<file path="src/rtl/stream_lane_permuter.sv">
// AXI4-Stream byte/word lane permuter with per-packet mode latch, 2-entry skid buffer
// and beat/packet statistics.
module stream_lane_permuter #(
  parameter int C_AXIS_TDATA_WIDTH = 512,
  parameter int C_WORD_BIT_WIDTH   = 32,
  parameter int C_BYTE_BIT_WIDTH   = 8,
  parameter int C_CNT_WIDTH        = 32
) (
  input  logic                                             aclk,
  input  logic                                             areset,
  input  logic [1:0]                                       cfg_mode,
  input  logic                                             s_axis_tvalid,
  output logic                                             s_axis_tready,
  input  logic [C_AXIS_TDATA_WIDTH-1:0]                    s_axis_tdata,
  input  logic [C_AXIS_TDATA_WIDTH/C_BYTE_BIT_WIDTH-1:0]   s_axis_tkeep,
  input  logic                                             s_axis_tlast,
  output logic                                             m_axis_tvalid,
  input  logic                                             m_axis_tready,
  output logic [C_AXIS_TDATA_WIDTH-1:0]                    m_axis_tdata,
  output logic [C_AXIS_TDATA_WIDTH/C_BYTE_BIT_WIDTH-1:0]   m_axis_tkeep,
  output logic                                             m_axis_tlast,
  output logic                                             busy,
  output logic [C_CNT_WIDTH-1:0]                           stat_beats,
  output logic [C_CNT_WIDTH-1:0]                           stat_pkts
);

  localparam int BusBytes  = C_AXIS_TDATA_WIDTH / C_BYTE_BIT_WIDTH;
  localparam int WordBytes = C_WORD_BIT_WIDTH / C_BYTE_BIT_WIDTH;
  localparam int BusWords  = C_AXIS_TDATA_WIDTH / C_WORD_BIT_WIDTH;
  localparam int EntryBits = C_AXIS_TDATA_WIDTH + BusBytes + 1;

  if ((C_AXIS_TDATA_WIDTH % C_WORD_BIT_WIDTH) != 0) begin : g_badBusWidth
    $error("C_AXIS_TDATA_WIDTH must be a multiple of C_WORD_BIT_WIDTH");
  end
  if ((C_WORD_BIT_WIDTH % C_BYTE_BIT_WIDTH) != 0) begin : g_badWordWidth
    $error("C_WORD_BIT_WIDTH must be a multiple of C_BYTE_BIT_WIDTH");
  end

  // Source byte lane feeding output byte lane i for the given mode.
  function automatic int srcIndex(input logic [1:0] mode, input int i);
    int k;
    int j;
    k = i / WordBytes;
    j = i % WordBytes;
    case (mode)
      2'd1:    srcIndex = k * WordBytes + (WordBytes - 1 - j);
      2'd2:    srcIndex = (BusWords - 1 - k) * WordBytes + j;
      2'd3:    srcIndex = BusBytes - 1 - i;
      default: srcIndex = i;
    endcase
  endfunction

  logic                          r_inPkt;
  logic [1:0]                    r_pktMode;
  logic                          r_sReady;
  logic                          r_mValid;
  logic [EntryBits-1:0]          r_main;
  logic                          r_skValid;
  logic [EntryBits-1:0]          r_skid;
  logic [C_CNT_WIDTH-1:0]        r_statBeats;
  logic [C_CNT_WIDTH-1:0]        r_statPkts;

  logic [1:0]                    w_mode;
  logic [C_AXIS_TDATA_WIDTH-1:0] w_permData;
  logic [BusBytes-1:0]           w_permKeep;
  logic [EntryBits-1:0]          w_inEntry;
  logic                          w_accept;
  logic                          w_pop;
  logic                          w_mLoad;
  logic                          w_skLoad;
  logic                          w_skValidNext;
  logic                          w_mLast;

  assign w_mode    = r_inPkt ? r_pktMode : cfg_mode;
  assign w_accept  = s_axis_tvalid & r_sReady;
  assign w_mLast   = r_main[EntryBits-1];
  assign w_pop     = r_mValid & m_axis_tready;
  assign w_mLoad   = ~r_mValid | m_axis_tready;
  assign w_skLoad  = w_accept & ~w_mLoad;
  assign w_inEntry = {s_axis_tlast, w_permKeep, w_permData};

  always_comb begin
    w_permData = '0;
    w_permKeep = '0;
    for (int i = 0; i < BusBytes; i++) begin
      w_permData[i*C_BYTE_BIT_WIDTH +: C_BYTE_BIT_WIDTH] =
        s_axis_tdata[srcIndex(w_mode, i)*C_BYTE_BIT_WIDTH +: C_BYTE_BIT_WIDTH];
      w_permKeep[i] = s_axis_tkeep[srcIndex(w_mode, i)];
    end
  end

  // The skid entry is never filled and drained in the same cycle: tready is low while it is full.
  always_comb begin
    w_skValidNext = r_skValid;
    if (w_mLoad) begin
      w_skValidNext = 1'b0;
    end else if (w_accept) begin
      w_skValidNext = 1'b1;
    end
  end

  always_ff @(posedge aclk) begin
    if (areset) begin
      r_mValid  <= 1'b0;
      r_main    <= '0;
      r_skValid <= 1'b0;
      r_skid    <= '0;
      r_sReady  <= 1'b0;
    end else begin
      if (w_mLoad) begin
        if (r_skValid) begin
          r_main   <= r_skid;
          r_mValid <= 1'b1;
        end else begin
          r_mValid <= w_accept;
          if (w_accept) begin
            r_main <= w_inEntry;
          end
        end
      end
      if (w_skLoad) begin
        r_skid <= w_inEntry;
      end
      r_skValid <= w_skValidNext;
      r_sReady  <= ~w_skValidNext;
    end
  end

  always_ff @(posedge aclk) begin
    if (areset) begin
      r_inPkt   <= 1'b0;
      r_pktMode <= 2'd0;
    end else if (w_accept) begin
      if (!r_inPkt) begin
        r_pktMode <= cfg_mode;
      end
      r_inPkt <= ~s_axis_tlast;
    end
  end

  always_ff @(posedge aclk) begin
    if (areset) begin
      r_statBeats <= '0;
      r_statPkts  <= '0;
    end else begin
      if (w_accept) begin
        r_statBeats <= r_statBeats + C_CNT_WIDTH'(1);
      end
      if (w_pop && w_mLast) begin
        r_statPkts <= r_statPkts + C_CNT_WIDTH'(1);
      end
    end
  end

  assign s_axis_tready = r_sReady;
  assign m_axis_tvalid = r_mValid;
  assign m_axis_tdata  = r_main[C_AXIS_TDATA_WIDTH-1:0];
  assign m_axis_tkeep  = r_main[C_AXIS_TDATA_WIDTH +: BusBytes];
  assign m_axis_tlast  = w_mLast;
  assign busy          = r_inPkt | r_mValid | r_skValid;
  assign stat_beats    = r_statBeats;
  assign stat_pkts     = r_statPkts;

endmodule

</file>
<file path="config.mk">
export PLATFORM = sky130hd
export DESIGN_NAME = stream_lane_permuter
export DESIGN_NICKNAME = d
export VERILOG_FILES = /design/src/rtl/stream_lane_permuter.sv
export SDC_FILE = /design/constraint.sdc
export NUM_CORES = 2
export LEC_CHECK = 0
export ABC_AREA = 1
export ABC_CLOCK_PERIOD_IN_PS = 1600
export BUFFER_PORTS_ARGS = -buffer_cell sky130_fd_sc_hd__buf_2
export CAP_MARGIN = 10
export CORE_AREA = 2 2 475 477
export DETAILED_ROUTE_END_ITERATION = 6
export DIE_AREA = 0 0 477 479
export PLACE_DENSITY = 0.5
export SLEW_MARGIN = 20
export SYNTH_ARGS = -nofsm -noshare
export SYNTH_HDL_FRONTEND = slang
export SYNTH_SLANG_ARGS = --single-unit
export TNS_END_PERCENT = 5
</file>
<file path="constraint.sdc">
create_clock -name aclk -period 1.6 [get_ports aclk]
set_input_delay 0.48 -clock aclk [delete_from_list [all_inputs] [get_ports aclk]]
set_output_delay 0.48 -clock aclk [all_outputs]
set_load 0.005 [all_outputs]
</file>
==> Word level (Yosys, flattened, before mapping) <==
Index checks and enable logic that the tools add are counted.
{ "classes": {"addsub": 2, "n_lt_le_gt_ge": 64, "eq_ne": 3, "shift": 64, "muxes": 262, "bitwise_logic": 10, "reduce_logical": 3} }
{ "op_table": {"columns": ["operator", "n"], "rows": [
  ["$shiftx A512 B32 Y8", 64],
  ["$lt A32 B8 Y1 const B", 64],
  ["$mux W577", 2],
  ["$pmux W6 S3", 64],
  ["$bmux W1 S6", 64],
  ["$mux W1", 131],
  ["$add A32 B1 Y32 const B", 2],
  ["$eq A2 B2 Y1 const B", 2],
  ["$not A1 Y1", 4],
  ["$and A1 B1 Y1", 3],
  ["$or A1 B1 Y1", 3],
  ["$eq A2 B1 Y1 const B", 1],
  ["$mux W2", 1],
  ["$reduce_and A2 Y1", 1],
  ["$reduce_bool A2 Y1", 1],
  ["$logic_and A1 B1 Y1", 1]
]} }
{ "word_totals": {"regBits": 1224} }

==> Longest topological paths before layout <==
{ "logic_depth": {"ltp_word": 8, "depth_mapped": 12} }

==> Worst setup path after synthesis <==
OpenSTA, ideal clock, no wires.
{ "synth_timing": {"path_kind": "input-to-reg", "start": "input areset", "end": "register r_skid[506]", "setup_ns": 0.115, "arrival_ns": 1.537, "setup_slack_ns": -0.052, "path_stages": 7, "path_cell_list": "clkbuf_1 > buf_2 > clkbuf_1 > buf_1 > nor2_1 > o21ai_0 > inv_1"} }
{ "synth_lines": {"columns": ["element", "line_no", "source"], "rows": [
  ["start: declaration", "10", "input logic areset,"],
  ["end signal: assignment", "122", "r_skid <= w_inEntry;"],
  ["end: declaration", "59", "logic [EntryBits-1:0] r_skid;"]
]} }

==> Worst setup path after layout <==
{ "layout_timing": {"start": "register r_inPkt", "end": "register r_skid[268]"} }
{ "layout_via": {"elab_chain_len": 4, "elab_cells_between_ends": 6, "cone_classes": "eq/ne (3); shift (1); mux (2)"} }
{ "layout_rtl": {"columns": ["element", "line_no", "source"], "rows": [
  ["start: declaration", "53", "logic r_inPkt;"],
  ["start signal: assignment", "137", "r_inPkt <= ~s_axis_tlast;"],
  ["$mux W2 *", null, null],
  ["$eq A2 B2 Y1 / $eq A2 B1 Y1 (equally long branches)", "45", "case (mode)"],
  ["$pmux W6 S3 *", "45", null],
  ["$shiftx A512 B32 Y8 *", "87", "s_axis_tdata[srcIndex(w_mode, i)*C_BYTE_BIT_WIDTH +: C_BYTE_BIT_WIDTH];"]
]} }
Every way passes the cells marked *; elsewhere a longest branch is shown, timed or not.
A chain may end at the register's enable or synchronous reset.

==> summary.md <==
| Metric | Value |
|---|---|
| Sequential share of the synthesized area | `0.390` |
| Clock-pin slew on the worst setup and hold paths | `0.06 ns` |
| Synth Register Bits | `1,224` |
| Die width | `477 um` |
| Area of the multi-input gates | `0.0321 mm^2` |
| H-tree lvl count | `4` |
| Mapped Cells | `10,100` |
| Arrival @ worst endpoint | `2.76 ns` |
| Total power | `87.5 mW` |
| Register Area | `0.0246 mm^2` |
| Final Max Tran Viols | `0` |
| Area growth syn-to-layout | `35.3%` |
| Overall routing resource usage | `0.272` |
| Slowest Stage Delay on Critical Path | `0.34 ns` |
| WS Path Type | `reg -> reg` |
| Synth cell count leaders | `nand2_1, o21ai_0, nor2_1` |
| Leakage dissipation | `44.0 nW` |
| Unrepaired setup endpoints after global routing | `true` |
| Initial antenna violation count | `67` |
| Starting Density | `0.281` |
| Drt pass-1 iters | `6` |
| Final Hold Fails | `0` |
| Row cnt | `174` |
| Most instantiated library cell after synthesis | `nand2_1` |
| Antenna Violating Nets Remaining | `0` |
| Yosys Warn Count | `0` |
| Violated checks | `setup timing` |
| Ports | `1,227` |
| Setup crit end kind | `flop` |
| Top delay family on crit path | `buffers and inverters` |
| Yosys top cell area share | `0.390` |
| Die area | `0.228 mm^2` |
| Post-Syn Area | `0.0628 mm^2` |
| Combinational Power Share | `0.210` |
| CORE AREA | `0.224 mm^2` |
| DR iter-0 viols | `6,736` |
| Worst ir drop on vdd | `0.959 mV` |
| Hold slack | `0.0986 ns` |
| Largest net degree at the start of global routing | `81` |
| Fmax | `0.482 GHz` |
| Worst-Skew Late Latency | `0.83 ns` |
| Crit Reg-Reg Startpoint | `r_inPkt$_SDFFE_PP0P_` |
| Worst path slowest cell | `dfxtp_2` |
| Post-route minimum period | `2.08 ns` |
| Syn avg cell area | `6.22 um^2` |
| Worst-path cell chain | `inv_2, nand2_2, nand2_8, buf_16, buf_16, buf_16, nand2_1, o21ai_1, o21ai_1, o21ai_0, inv_1` |
| Critical Path RT | `2.28 ns` |
| Most used DFF post-synth | `dfxtp_1` |
| Crit path top cell by count | `buf_16` |
| Outcome | `finished, violations left` |
| Part of the cycle the worst path needs | `1.30` |
| WL/cell | `22.7 um` |
| Routed WL | `330 mm` |
| Clock share of power | `0.411` |
| Worst-Margin Slew | `0.522 ns` |
| Total number of vias | `73,200` |
| Worst Path Buf+Inv | `5` |
| Count of different cell masters after synthesis | `30` |
| Routability Congestion | `0.939` |
| CTS sink cnt | `1,224` |
| PwrDens | `1030 mW/mm^2` |
| Min-delay src | `s_axis_tkeep[9]` |
| Layout cell share with drive strength beyond 1 | `0.212` |
| Fillcell total | `23,900` |
| CTS tree | `yes` |
| Vias per cell | `5.03` |
| NetSw | `27.8 mW` |
| Port bufs | `1,226` |
| Clock Path Buffers | `3` |
| Setup crit start kind | `flop` |
| DRC violations left | `0` |
| GRT overflow | `0` |
| CTS Buf Count | `152` |
| Area leader, netlist | `dfxtp_1` |
| Sequential share of power | `0.379` |
| Post-DP HPWL | `236 mm` |
| Layout Skew | `0.0447 ns` |
| First-pass GRT wire length | `467 mm` |
| DIE HEIGHT | `479 um` |
| Switching share of total power | `0.318` |
| Rel. slew slack | `0.652` |
| EDFF count, synth | `0` |
| Syn_nets | `10,700` |
| Worst Path Max Fanout | `31` |
| Vias in the first global route | `66,800` |
| Clk root buf | `clkbuf_16` |
| Worst Setup SP | `r_inPkt$_SDFFE_PP0P_` |
| Setup violators final | `1,819` |
| P_int | `59.6 mW` |
| Ys async rst share | `0` |
| Nets | `12,000` |
| Worst setup margin | `-0.475 ns` |
| Top post-synthesis cells by area | `dfxtp_1, nand2_1, o21ai_0` |
| Max-Cap Viols | `0` |
| HP Class | `in -> reg` |
-- worst min-delay path: cells and delay by family --
kind,cells,cell delay [ns]
buffers and inverters,2,0.13
AO/OA/AOI/OAI,3,0.28
-- cells by family (layout without fill, tap and decap cells) --
group	count (synthesis)	in the layout	share of synthesized area
AND/OR/NAND/NOR	3880	3880	0.234
AO/OA/AOI/OAI	3255	3255	0.260
buffers and inverters	1717	3157	0.114
flip-flops	1224	1224	0.390
XOR/XNOR	13	13	0.00181
adder cells (fa/ha/maj)	2	2	0.000398
other	0	41	0
-- registers in the layout (all words and copies together), names as in the netlist --
| name | count |
|---|---|
| r_main | 577 |
| r_skid | 577 |
| stat_beats | 32 |
| stat_pkts | 32 |
| r_pktMode | 2 |
| m_axis_tvalid | 1 |
| r_inPkt | 1 |
| r_skValid | 1 |
| s_axis_tready | 1 |
-- power groups by stage --
stage / Sequential [mW] / Combinational (mW) / Clock (mW)
after floorplan: 33.3 / 8.25 / 0
after global placement: 33.8 / 16.1 / 0
after detailed placement: 33.8 / 16.2 / 0
after CTS: 33.1 / 17.4 / 36.5
after global routing: 33.3 / 20.0 / 37.7
final: 33.2 / 18.3 / 35.9
-- stage by stage --
stage                     utilization  TNS [ns]  instance area, um^2  std cells  setup slack [ns]
after global routing            0.380   -679.89                84900      14500            -0.544
after CTS                       0.372   -542.05                83300      14500            -0.475
after floorplan                     -    -17.95                62800      10100           -0.0518
final                           0.380   -501.42                84900      14600            -0.475
after detailed placement        0.339   -662.65                75800      14100            -0.851
after global placement          0.339   -655.44                75800      14100            -0.883
-- cell type report --
class                      count  share of cell area
antenna                       41             0.00121
clock buffer                 221              0.0519
clock inverter                52             0.00803
inverter                     938              0.0426
multi-input combinational   7150               0.378
sequential                  1224               0.289
tap                         2992              0.0441
timing repair buffer        1944               0.184
timing repair inverter         2            0.000206
-- path summary, 6_finish.rpt --
kind | cells past startpoint | slack, ns | to
min | 5 | 0.1 | r_skid[565]$_SDFFE_PP0P_
max | 11 | -0.48 | r_skid[268]$_SDFFE_PP0P_
max reg2reg | 11 | -0.48 | r_skid[268]$_SDFFE_PP0P_
min reg2reg | 2 | 0.50 | r_main[349]$_SDFFE_PP0P_
-- layer usage --
metal  part of all wire  vias to the layer above  global-route usage
li1                   -                    35100                   -
met1               0.41                    34600               0.343
met2               0.46                     2998               0.444
met3              0.079                      522              0.0617
met4              0.045                       44               0.113
met5            0.00091                        -                   0
-- placed cells by master (no fill, tap or decap), drive strengths merged, types with 4 or more instances in the layout --
cell / instances
buf: 1917
a21oi: 1198
nand4: 12
nand2: 2534
dfxtp: 1224
nand3: 43
clkinv: 32
nor2: 1284
inv: 944
bufinv: 10
bufbuf: 8
diode: 41
clkbuf: 239
nor3: 4
xor2: 12
o21ai: 2048
clkinvlp: 6
-- what timing repair did --
action / CTS / global route
endpoints found under the setup margin: 1829 / 1843
hold endpoints to repair: 2 / 0
gates cloned: 37 / 20
pin swaps: 17 / 28
setup buffers: 32 / 19
gates resized for setup: 317 / 364
hold buffers: 1 / 0
Power figures use the tool's default switching activity.
